--- src/rtl/cmp_pkg.sv ---
// cmp_pkg: shared definitions for the Mini-ALU comparator.
//   Mode encodings, FSM state type and a mode classification helper.
package cmp_pkg;

  localparam logic [1:0] CMP_BITLT = 2'b00;
  localparam logic [1:0] CMP_ULT   = 2'b01;
  localparam logic [1:0] CMP_SLT   = 2'b10;
  localparam logic [1:0] CMP_BITEQ = 2'b11;

  typedef enum logic [1:0] {
    IDLE = 2'd0,
    RUN  = 2'd1,
    DONE = 2'd2
  } state_t;

  // Magnitude modes go through the serial RUN phase; bitwise modes do not.
  function automatic logic is_mag(input logic [1:0] m);
    return (m == CMP_ULT) || (m == CMP_SLT);
  endfunction

endpackage

--- src/rtl/cmp_digit.sv ---
// cmp_digit: combinational DIGIT-bit magnitude slice.
//   a_d, b_d : DIGIT-bit operand digits (MSB at index DIGIT-1)
//   d_lt     : a_d < b_d
//   d_gt     : a_d > b_d
//   Both 0 when the digits are equal.
module cmp_digit
  import cmp_pkg::*;
#(
  parameter int DIGIT = 2
) (
  input  logic [DIGIT-1:0] a_d,
  input  logic [DIGIT-1:0] b_d,
  output logic             d_lt,
  output logic             d_gt
);

  logic [DIGIT-1:0] blt, bgt;

  // Per-bit less-than / greater-than cells.
  for (genvar i = 0; i < DIGIT; i++) begin : g_bit
    assign blt[i] = ~a_d[i] &  b_d[i];
    assign bgt[i] =  a_d[i] & ~b_d[i];
  end

  // Scan LSB->MSB; any differing higher bit overrides, so the MSB-most
  // difference decides.
  always_comb begin
    d_lt = 1'b0;
    d_gt = 1'b0;
    for (int i = 0; i < DIGIT; i++) begin
      if (blt[i] | bgt[i]) begin
        d_lt = blt[i];
        d_gt = bgt[i];
      end
    end
  end

endmodule

--- src/rtl/cmp_unit.sv ---
// cmp_unit: handshaked comparator for the Mini-ALU.
//   Bitwise modes (BITLT, BITEQ) finish one cycle after accept.
//   Magnitude modes (ULT, SLT) scan the operands MSB-first, DIGIT bits per
//   cycle, for a fixed WIDTH/DIGIT cycles.
// Ports:
//   clk, rst_n           clock, synchronous active-low reset
//   in_valid / in_ready  operand handshake (ready only in IDLE)
//   a, b, mode           operands and mode (00 BITLT, 01 ULT, 10 SLT, 11 BITEQ)
//   out_valid/out_ready  result handshake, result held until out_ready
//   res                  result word (lt in bit 0 for magnitude modes)
//   lt, eq, gt           magnitude flags, 0 in bitwise modes
//   min_o, max_o         only when CMP_MINMAX_EN is defined
// Config macro: CMP_MINMAX_EN adds min/max selection outputs.
module cmp_unit
  import cmp_pkg::*;
#(
  parameter int WIDTH = 6,
  parameter int DIGIT = 2
) (
  input  logic             clk,
  input  logic             rst_n,
  input  logic             in_valid,
  output logic             in_ready,
  input  logic [WIDTH-1:0] a,
  input  logic [WIDTH-1:0] b,
  input  logic [1:0]       mode,
  output logic             out_valid,
  input  logic             out_ready,
  output logic [WIDTH-1:0] res,
  output logic             lt,
  output logic             eq,
  output logic             gt
`ifdef CMP_MINMAX_EN
  ,
  output logic [WIDTH-1:0] min_o,
  output logic [WIDTH-1:0] max_o
`endif
);

  localparam int N  = WIDTH / DIGIT;
  localparam int CW = (N > 1) ? $clog2(N) : 1;

  if ((WIDTH < 2) || (DIGIT < 1) || ((WIDTH % DIGIT) != 0)) begin : g_bad_cfg
    $error("cmp_unit: WIDTH must be >= 2 and a multiple of DIGIT");
  end

  state_t           state, nxt;
  logic [CW-1:0]    cnt;
  logic [WIDTH-1:0] sa, sb;          // operand windows, shifted left each RUN cycle
  logic             dec_lt, dec_gt;  // latched decision from earlier digits
  logic             d_lt, d_gt;
  logic             fin_lt, fin_gt;
  logic             last, accept, dec_any;

  assign in_ready  = (state == IDLE) & rst_n;
  assign out_valid = (state == DONE);
  assign accept    = in_valid & in_ready;
  assign last      = (cnt == CW'(N - 1));

  cmp_digit #(.DIGIT(DIGIT)) u_digit (
    .a_d  (sa[WIDTH-1 -: DIGIT]),
    .b_d  (sb[WIDTH-1 -: DIGIT]),
    .d_lt (d_lt),
    .d_gt (d_gt)
  );

  // Once a digit differs the decision is frozen; later digits are ignored.
  assign dec_any = dec_lt | dec_gt;
  assign fin_lt  = dec_any ? dec_lt : d_lt;
  assign fin_gt  = dec_any ? dec_gt : d_gt;

  always_ff @(posedge clk) begin
    if (!rst_n) state <= IDLE;
    else        state <= nxt;
  end

  always_comb begin
    nxt = state;
    case (state)
      IDLE: if (accept) nxt = is_mag(mode) ? RUN : DONE;
      RUN:  if (last)   nxt = DONE;
      DONE: if (out_ready) nxt = IDLE;
      default: nxt = IDLE;
    endcase
  end

  always_ff @(posedge clk) begin
    if (!rst_n) begin
      cnt    <= '0;
      sa     <= '0;
      sb     <= '0;
      dec_lt <= 1'b0;
      dec_gt <= 1'b0;
      res    <= '0;
      lt     <= 1'b0;
      eq     <= 1'b0;
      gt     <= 1'b0;
    end else begin
      case (state)
        IDLE: if (accept) begin
          cnt    <= '0;
          dec_lt <= 1'b0;
          dec_gt <= 1'b0;
          // SLT: flipping the sign bits maps two's complement onto unsigned order.
          sa <= {a[WIDTH-1] ^ (mode == CMP_SLT), a[WIDTH-2:0]};
          sb <= {b[WIDTH-1] ^ (mode == CMP_SLT), b[WIDTH-2:0]};
          if (!is_mag(mode)) begin
            res <= (mode == CMP_BITEQ) ? ~(a ^ b) : (~a & b);
            lt  <= 1'b0;
            eq  <= 1'b0;
            gt  <= 1'b0;
          end
        end
        RUN: begin
          cnt    <= cnt + CW'(1);
          sa     <= sa << DIGIT;
          sb     <= sb << DIGIT;
          dec_lt <= fin_lt;
          dec_gt <= fin_gt;
          if (last) begin
            lt  <= fin_lt;
            gt  <= fin_gt;
            eq  <= ~(fin_lt | fin_gt);
            res <= {{(WIDTH-1){1'b0}}, fin_lt};
          end
        end
        default: ;
      endcase
    end
  end

`ifdef CMP_MINMAX_EN
  logic [WIDTH-1:0] a_q, b_q;

  always_ff @(posedge clk) begin
    if (!rst_n) begin
      a_q   <= '0;
      b_q   <= '0;
      min_o <= '0;
      max_o <= '0;
    end else begin
      if (state == IDLE && accept) begin
        a_q <= a;
        b_q <= b;
        if (!is_mag(mode)) begin
          min_o <= a;
          max_o <= a;
        end
      end
      // Equal operands take the b/a branch, which is a either way.
      if (state == RUN && last) begin
        min_o <= fin_lt ? a_q : b_q;
        max_o <= fin_lt ? b_q : a_q;
      end
    end
  end
`endif

endmodule
--- config.mk ---
export PLATFORM = sky130hd
export DESIGN_NAME = cmp_unit
export DESIGN_NICKNAME = d
export VERILOG_FILES = /design/src/rtl/cmp_pkg.sv /design/src/rtl/cmp_digit.sv /design/src/rtl/cmp_unit.sv
export SDC_FILE = /design/constraint.sdc
export NUM_CORES = 1
export LEC_CHECK = 0
export BUFFER_PORTS_ARGS = -buffer_cell sky130_fd_sc_hd__buf_2
export CAP_MARGIN = 15
export CELL_PAD_IN_SITES_DETAIL_PLACEMENT = 1
export CELL_PAD_IN_SITES_GLOBAL_PLACEMENT = 1
export CORE_ASPECT_RATIO = 1.2
export CORE_MARGIN = 4
export CORE_UTILIZATION = 35
export CTS_CLUSTER_DIAMETER = 60
export DETAILED_ROUTE_END_ITERATION = 10
export PLACE_DENSITY_LB_ADDON = 0.1
export SLEW_MARGIN = 15
export SYNTH_ARGS = -nofsm -noshare
export SYNTH_HDL_FRONTEND = slang
export SYNTH_SLANG_ARGS = --single-unit
--- constraint.sdc ---
create_clock -name clk -period 1.6 [get_ports clk]
set_input_delay 0.32 -clock clk [delete_from_list [all_inputs] [get_ports clk]]
set_output_delay 0.32 -clock clk [all_outputs]
set_load 0.02 [all_outputs]
Word-level counts from Yosys, hierarchy flattened. Cells that the tools add are included.

Output and inout port bits: 11. Flip-flop bits (word level): 27. Logic and storage cells: 81. Input port bits: 18.

Equality and inequality tests: 10. Mux-type cells: 33. Reductions and logical operators: 6. Add/subtract/negate cells: 1. Bitwise logic cells: 21.

Operator list (number): $mux W6 (6); $pmux W6 S2 (3); $mux W1 (12); $not A6 Y6 (2); $mux W2 (5); $pmux W1 S2 (5); $eq A2 B2 Y1 const B (4); $and A1 B1 Y1 (6); $and A6 B6 Y6 (1); $ne A2 B2 Y1 const B (3); $pmux W2 S3 (1); $xor A6 B6 Y6 (1); $not A1 Y1 (5); $eq A2 B1 Y1 const B (2); $or A1 B1 Y1 (4); $pmux W2 S2 (1); $reduce_and A4 Y1 (1); $reduce_and A3 Y1 (1); $add A2 B1 Y2 const B (1); $logic_not A2 Y1 (1); $ne A2 B1 Y1 const B (1); $reduce_and A2 Y1 (1); $reduce_bool A2 Y1 (1); $xor A1 B1 Y1 (2); $logic_or A1 B1 Y1 (1).

Logic depth before layout (Yosys ltp). Gate-level depths: netlist (run 1).

Word-level depth: 10. Gate-level depth with buffers: 6. Gate-level depth less buffers: 6.

By module. Synthesis (run 1) repeated with hierarchy kept, for this count alone.

Cell total of the unflattened synthesis: 167. Area total of the unflattened synthesis: 1435.1 um2.

Modules (own cells, without submodules): cmp_unit (sequential area each 540.5 um2, times used 1, cells an instance 157, area an instance 1370.1 um2); cmp_digit (sequential area each 0.0 um2, times used 1, cells an instance 10, area an instance 65.1 um2).

Least setup slack after synthesis (run 1). Ideal clock, no wire load.

Path type: reg-to-reg. From: reg sa[5]. To: reg res[0]. Setup slack: 0.075 ns. Buffers on the path: 0. Stages on the path, launching flop included: 7. Setup time: 0.126 ns. Clock period less this slack: 1.525 ns. Data required time: 1.474 ns. Data arrival time: 1.399 ns. Path through: dfxtp_1 -> inv_1 -> ha_1 -> and3b_1 -> o311a_1 -> a21oi_1 -> a21oi_1.

Longest elaborated chain between the ends: 7. Elaborated cells between the ends (all ways): 8. Classes of those cells: mux (4); bitwise (4).

Ends and longest elaborated chain: start, declared (line cmp_unit.sv:49) `logic [WIDTH-1:0] sa, sb;`; start signal, assigned (line cmp_unit.sv:105) `sa <= {a[WIDTH-1] ^ (mode == CMP_SLT), a[WIDTH-2:0]};`; start signal, assigned (line cmp_unit.sv:116) `sa <= sa << DIGIT;`; $not A1 Y1 (line cmp_digit.sv:21) `assign blt[i] = ~a_d[i] & b_d[i];`; $and A1 B1 Y1 (line cmp_digit.sv:21); $or A1 B1 Y1 (line cmp_digit.sv:31) `if (blt[i] | bgt[i]) begin`; $mux W1 * (line cmp_digit.sv:31); $mux W1 * (line cmp_unit.sv:69) `assign fin_lt = dec_any ? dec_lt : d_lt;`; $mux W6 * (line cmp_unit.sv:120) `if (last) begin`; $pmux W6 S2 * (line cmp_unit.sv:99) `case (state)`; end signal, assigned (line cmp_unit.sv:108) `res <= (mode == CMP_BITEQ) ? ~(a ^ b) : (~a & b);`; end signal, assigned (line cmp_unit.sv:124) `res <= {{(WIDTH-1){1'b0}}, fin_lt};`; end, declared (line cmp_unit.sv:29) `output logic [WIDTH-1:0] res,`.

Mark *: on every way between the ends. The rest lies on a longest branch, timed or not. The select of a mux whose other input is x is not followed. A chain may end at the register's enable or synchronous reset.

Final worst setup path (run 1).
From: reg sb[5]. To: reg res[0].

Longest elaborated chain between the ends: 7. Elaborated cells between the ends (all ways): 8. Classes of those cells: mux (4); bitwise (4).

Ends and longest elaborated chain: start, declared (line cmp_unit.sv:49); start signal, assigned (line cmp_unit.sv:106) `sb <= {b[WIDTH-1] ^ (mode == CMP_SLT), b[WIDTH-2:0]};`; start signal, assigned (line cmp_unit.sv:117) `sb <= sb << DIGIT;`; $not A1 Y1 (line cmp_digit.sv:22) `assign bgt[i] = a_d[i] & ~b_d[i];`; $and A1 B1 Y1 (line cmp_digit.sv:22); $or A1 B1 Y1 (line cmp_digit.sv:31); $mux W1 * (line cmp_digit.sv:31); $mux W1 * (line cmp_unit.sv:69); $mux W6 * (line cmp_unit.sv:120); $pmux W6 S2 * (line cmp_unit.sv:99).

Marked as above.

==> results.json, run 1 <==
{
  "drt_first_pass_iters": 4,
  "synth_compound_area_share_pct": 18.1,
  "synth_top_family_by_area": "simple AND/OR/NAND/NOR gates",
  "endpoint_kind": "flip-flop",
  "cpPeakStageDelay_ns": 0.42,
  "yosysMostFrequentCell": "nand2_1",
  "clock_path_buffers": 2,
  "cpMostUsedCell": "a21oi_1",
  "switchingPower_mw": 0.446,
  "nFillCells": 513,
  "power_frac_clock_pct": 27.0,
  "status": "finished, final reports clean",
  "io_buffers": 28,
  "drt-total-wl_um": 3750,
  "cts_made_buffers": 3,
  "critPathKind": "flip-flop to flip-flop",
  "fmax_mhz": 650,
  "yosysUniqueCellTypes": 41,
  "clock_sinks": 27,
  "leakagePower_nw": 0.762,
  "internal_power_mw": 1.04,
  "synth_edf_count": 0,
  "grt_pass1_wl_um": 6260,
  "antenna_found_initial": 0,
  "synth_warnings": 0,
  "cp.arrival_ns": 1.70,
  "synth_cells": 169,
  "n_antenna_cell": 0,
  "wl_per_cell_um": 14.8,
  "synth_flop_cell": "dfxtp_1",
  "finalCritPeriodShare_pct": 96.1,
  "setup_viol": 0,
  "die_h_um": 79.1,
  "drive_gt1_share_pct": 25.1,
  "overflow": 0,
  "remaining_drc_errors": 0,
  "relSlewSlack_pct": 83.8,
  "whs_ns": 0.287,
  "regToRegStartpoint": "sb[5]",
  "gp_congestion": 0.792,
  "gr-usage-all-layers_pct": 15.5,
  "cts_hold_buffers": 0,
  "drv_cap": 0,
  "rows": 25,
  "grt_pass1_vias": 1341,
  "yosys-top-cells-count": "nand2_1, dfxtp_1, inv_1",
  "worstSetupStartpoint": "sb[5]",
  "ant_nets": 0,
  "finalPower_mw": 1.49,
  "preCtsSetupSlack_ns": -0.0367,
  "synth-seq-cells": 27,
  "required_ns": 1.77,
  "cp_max_fo": 4,
  "ys_async_sr_fraction_pct": 0,
  "htree_levels": 1,
  "grt_max_degree": 16,
  "dp_hpwl_um": 2890,
  "finClkSkew_ns": 0.00578,
  "num_vias": 1280,
  "avgSynthCellArea_um2": 8.74,
  "start_util_pct": 36.9,
  "synth_xor_area_share_pct": 1.19,
  "worst-path-buf-inv": 0,
  "clock-root-buffer": "clkbuf_8",
  "nNetsFinal": 229,
  "syn_nets": 198,
  "yosys.area.top_type": "dfxtp_1",
  "min-delay-start": "a[1]",
  "insertion_delay_ns": 0.28,
  "cp-start-kind": "flip-flop",
  "netlist_area_um2": 1480,
  "synth_mux_area_share_pct": 4.83,
  "synth_top_area_share_pct": 36.6,
  "p_sw_share_pct": 30.0,
  "ys_seq_area_share_pct": 36.6,
  "synthSimpleGateAreaFrac_pct": 21.6,
  "vias_per_cell": 5.06,
  "die_area_um2": 5330,
  "ir_worst_vdd_v": 0.000337,
  "worstPathCellList": "ha_4 > and3b_1 > o311a_1 > a21oi_1 > a21oi_1",
  "fin_crit_ns": 1.54,
  "hold_viol_final": 0,
  "cp_top_family": "compound AO/OA/AOI/OAI gates",
  "drt-initial-drc-count": 54,
  "power_density_nw_per_um2": 858,
  "timing.final.ws_setup_ns": 0.0619,
  "seq_power_share_pct": 50.7,
  "combPwrFrac_pct": 22.3,
  "die_w_um": 67.3,
  "slowest_stage": "dfxtp_1",
  "worst_slew_pin_slew_ns": 0.237,
  "core_um2": 4000,
  "synth_area_leaders": "dfxtp_1, ha_1, nand2_1, mux2i_1, buf_6",
  "pin_count": 29,
  "area_growth_pct": 17.6,
  "cts_tree": "built",
  "synthAdderAreaFrac_pct": 9.32,
  "clkTransAtPathRegs_ns": 0.10,
  "slew_viol_final": 0,
  "hold_path.class": "input port to flip-flop"
}
through the flow:
| step | TNS (ns) | util [%] | area [µm²] | std cells |
|---|---|---|---|---|
| CTS | 0 | 43.0 | 1720 | 253 |
| detailed placement | -0.0463 | 41.8 | 1670 | 249 |
| floorplan | 0 | - | 1480 | 169 |
| finish | 0 | 43.4 | 1740 | 253 |
| global placement | 0 | 41.8 | 1670 | 249 |
| global route | -0.0237 | 43.4 | 1740 | 253 |
power groups by stage:
stage                     combinational (mW)  sequential [mW]  clock, mW
after CTS                              0.329            0.753      0.415
after detailed placement               0.327            0.768          0
final                                  0.332            0.755      0.402
after global routing                   0.377            0.763      0.450
after global placement                 0.317            0.766          0
after floorplan                        0.223            0.764          0
path summary, 6_finish.rpt:
kind         depth (start not counted)  slack (ns)     end
max                                  5        0.06  res[0]
min                                  3        0.29   sa[1]
max reg2reg                          5        0.06  res[0]
min reg2reg                          2        0.46   sa[0]
cells by family (layout without fill, tap and decap cells):
logic type,after synthesis,after routing
AND/OR/NAND/NOR,59,59
flip-flops,27,27
adder cells (fa/ha/maj),11,11
XOR/XNOR,2,2
buffers and inverters,23,53
multiplexers,7,7
AO/OA/AOI/OAI,40,40
registers in the layout, summed over array words and instances, names as in the netlist:
| register | cells |
|---|---|
| cnt | 2 |
| dec_gt | 1 |
| dec_lt | 1 |
| eq | 1 |
| gt | 1 |
| lt | 1 |
| res | 6 |
| sa | 6 |
| sb | 6 |
| state | 2 |
layout by cell type (no fill, tap or decap), types with 2 or more instances in the layout:
| master | instances |
|---|---|
| o2bb2ai_1 | 4 |
| a31oi_1 | 6 |
| nand4_1 | 3 |
| o21ai_1 | 2 |
| nor2b_1 | 7 |
| o21ai_0 | 8 |
| o21a_1 | 3 |
| and2_1 | 2 |
| nor2_1 | 5 |
| clkbuf_8 | 3 |
| a21boi_1 | 2 |
| inv_1 | 11 |
| mux2i_1 | 6 |
| nor3_1 | 2 |
| nand3_1 | 2 |
| a21oi_1 | 8 |
| nand2_1 | 28 |
| dfxtp_2 | 3 |
| ha_1 | 10 |
| buf_4 | 9 |
| buf_2 | 28 |
| dfxtp_1 | 24 |
| nand2b_1 | 2 |
layout make-up:
cell class                      instances  area, µm²  area share (%)
Clock buffer                            3       41.3            2.38
Clock inverter                          1       5.00           0.288
Inverter                               12       45.0            2.59
Multi-Input combinational cell        119        826            47.6
Sequential cell                        27        544            31.3
Tap cell                               54       67.6            3.89
Timing Repair Buffer                   37        208            12.0
layer usage:
metal,GRT usage (%),up-vias,routed length [µm]
met4,5.48,0,59
li1,-,642,-
met3,2.55,4,96
met5,0,-,0
met1,18.5,613,1720
met2,27.2,21,1870
repair_timing:
item / 4_1_cts / 5_1_grt
buffers inserted: 0 / 0
resized for setup: 0 / 5
setup endpoints to repair: 2 / 7
pin swaps: 1 / 1
worst register-to-register path, stage by stage (launching register included):
cell     delay [ns]
dfxtp_1        0.42
ha_4           0.24
and3b_1        0.19
o311a_1        0.37
a21oi_1        0.13
a21oi_1        0.07
Power figures use the tool's default switching activity.
==> inputs of run 2 (changes only) <==
Settings changed: CORE_ASPECT_RATIO 1.2 to 1.5.
==> run 2 against run 1 <==
Global-route usage is 0.26 points lower. Die area rose by 0.32%. Combinational power increased by 2%. Clock skew fell by 0.0042 ns. Setup slack gained 0.023 ns. Largest cell class unchanged. Sequential power about the same. Design area up 0.50%. Maximum frequency rose by 1.5%.
==> results.json, run 2 (synthesized netlist as in run 1, its figures left out) <==
{
  "num_vias": 1283,
  "hold_viol_final": 0,
  "finalCritPeriodShare_pct": 94.7,
  "grt_pass1_vias": 1352,
  "rows": 28,
  "timing.rr.end": "lt",
  "finalPower_mw": 1.49,
  "grt_busiest_layer": "met2",
  "internal_power_mw": 1.05,
  "overflow": 0,
  "vias_per_cell": 5.22,
  "gp_congestion": 0.708,
  "pin_count": 29,
  "final_area_um2": 1750,
  "leakagePower_nw": 0.773,
  "endpoint_kind": "flip-flop",
  "nNetsFinal": 231,
  "combPwrFrac_pct": 22.8,
  "use_met1_pct": 17.5,
  "timing.final.ws_setup_ns": 0.0853,
  "clock-root-buffer": "clkbuf_8",
  "finalSetupTns_ns": 0,
  "fmax_mhz": 660,
  "cts_tree": "built",
  "cp.arrival_ns": 1.69,
  "drt-total-wl_um": 3690,
  "area_growth_pct": 18.2,
  "layout_common_cells": "nand2_1, buf_2, dfxtp_1",
  "clock_sinks": 27,
  "required_ns": 1.77,
  "seq_power_share_pct": 50.8,
  "antenna_found_initial": 0,
  "drt_first_pass_iters": 4,
  "fin_crit_ns": 1.51,
  "power_density_nw_per_um2": 852,
  "ir_worst_vdd_v": 0.000384,
  "grt_max_degree": 20,
  "setup_viol": 0,
  "start_util_pct": 37.0,
  "drv_cap": 0,
  "top_regs": "res: 6 flops, sa: 6 flops, sb: 6 flops",
  "die_area_um2": 5340,
  "power_frac_clock_pct": 26.4,
  "drt-initial-drc-count": 19,
  "relSlewSlack_pct": 81.8,
  "die_w_um": 61.0,
  "clock_path_buffers": 2,
  "clkTransAtPathRegs_ns": 0.09,
  "grt_pass1_wl_um": 6200,
  "io_buffers": 28,
  "gr-usage-all-layers_pct": 15.2,
  "drive_gt1_share_pct": 26.4,
  "core_um2": 3990,
  "grt_util_met2_pct": 27.6,
  "worst_slew_pin_slew_ns": 0.271,
  "die_h_um": 87.5,
  "whs_ns": 0.293,
  "min-delay-start": "a[1]",
  "reg2reg_depth": 6,
  "switchingPower_mw": 0.440,
  "dp_hpwl_um": 2970,
  "min_to": "sa[1]",
  "cp_max_fo": 4,
  "wl_per_cell_um": 15.0,
  "placed_area_um2": 1680,
  "htree_levels": 1,
  "n_antenna_cell": 0,
  "preCtsSetupSlack_ns": -0.0652,
  "slew_viol_final": 0,
  "whs_path_depth": 3,
  "hold_path.class": "input port to flip-flop",
  "regToRegStartpoint": "sa[5]",
  "finClkSkew_ns": 0.00160,
  "critPathKind": "flip-flop to flip-flop",
  "rsz0062_at_grt": "no",
  "ant_nets": 0,
  "cp-start-kind": "flip-flop",
  "remaining_drc_errors": 0,
  "status": "finished, final reports clean",
  "cts_made_buffers": 3,
  "use_met3_pct": 1.92,
  "p_sw_share_pct": 29.6,
  "r2r_slack_ns": 0.09,
  "insertion_delay_ns": 0.27
}
==> run 2: through the flow <==
stage                     utilization (%)  cells
final                                43.7    246
after global routing                 43.7    246
after CTS                            43.5    246
after detailed placement             42.0    242
after global placement               42.0    242
after floorplan                         -    169
==> run 2: layout make-up <==
class,count,area (µm²)
tap,45,56.3
timing repair buffer,39,223
fill,505,2250
multi-input combinational,119,830
inverter,12,45.0
sequential,27,546
clock buffer,3,41.3
clock inverter,1,5.00
==> run 2: critical path, cell delays in order, from the launching register on <==
cell     delay (ns)
dfxtp_2        0.34
inv_1          0.06
ha_4           0.25
and3b_1        0.19
o311a_1        0.37
mux2i_1        0.15
nor2b_1        0.06
==> run 2: repair_timing <==
| action | in CTS | in global routing |
|---|---|---|
| hold buffers | 0 | 0 |
| pin swaps | 0 | 1 |
| buffers inserted | 0 | 0 |
| setup endpoints to repair | 2 | 4 |
| gates resized for setup | 1 | 5 |
==> run 2: power groups by stage <==
stage	sequential (mW)	combinational (mW)	clock [mW]
2_1_floorplan	0.764	0.223	0
3_3_place_gp	0.765	0.322	0
3_5_place_dp	0.768	0.335	0
4_1_cts	0.753	0.344	0.404
5_1_grt	0.763	0.381	0.444
6_report	0.755	0.340	0.392
==> run 2: how the worst max path moves through the flow <==
stage	from	endpoint	cells after the start
after floorplan	sa[5]	res[0]	6
after global placement	mode[0]	lt	7
after detailed placement	mode[0]	gt	7
after CTS	state[0]	in_ready	3
after global routing	sa[5]	res[0]	6
final	sa[5]	lt	6
==> run 2: per-layer routing <==
metal | vias to the layer above | part of all wire (%)
met5 | - | 0
met3 | 6 | 3.0
met2 | 24 | 53
li1 | 643 | -
met1 | 610 | 42
met4 | 0 | 1.8
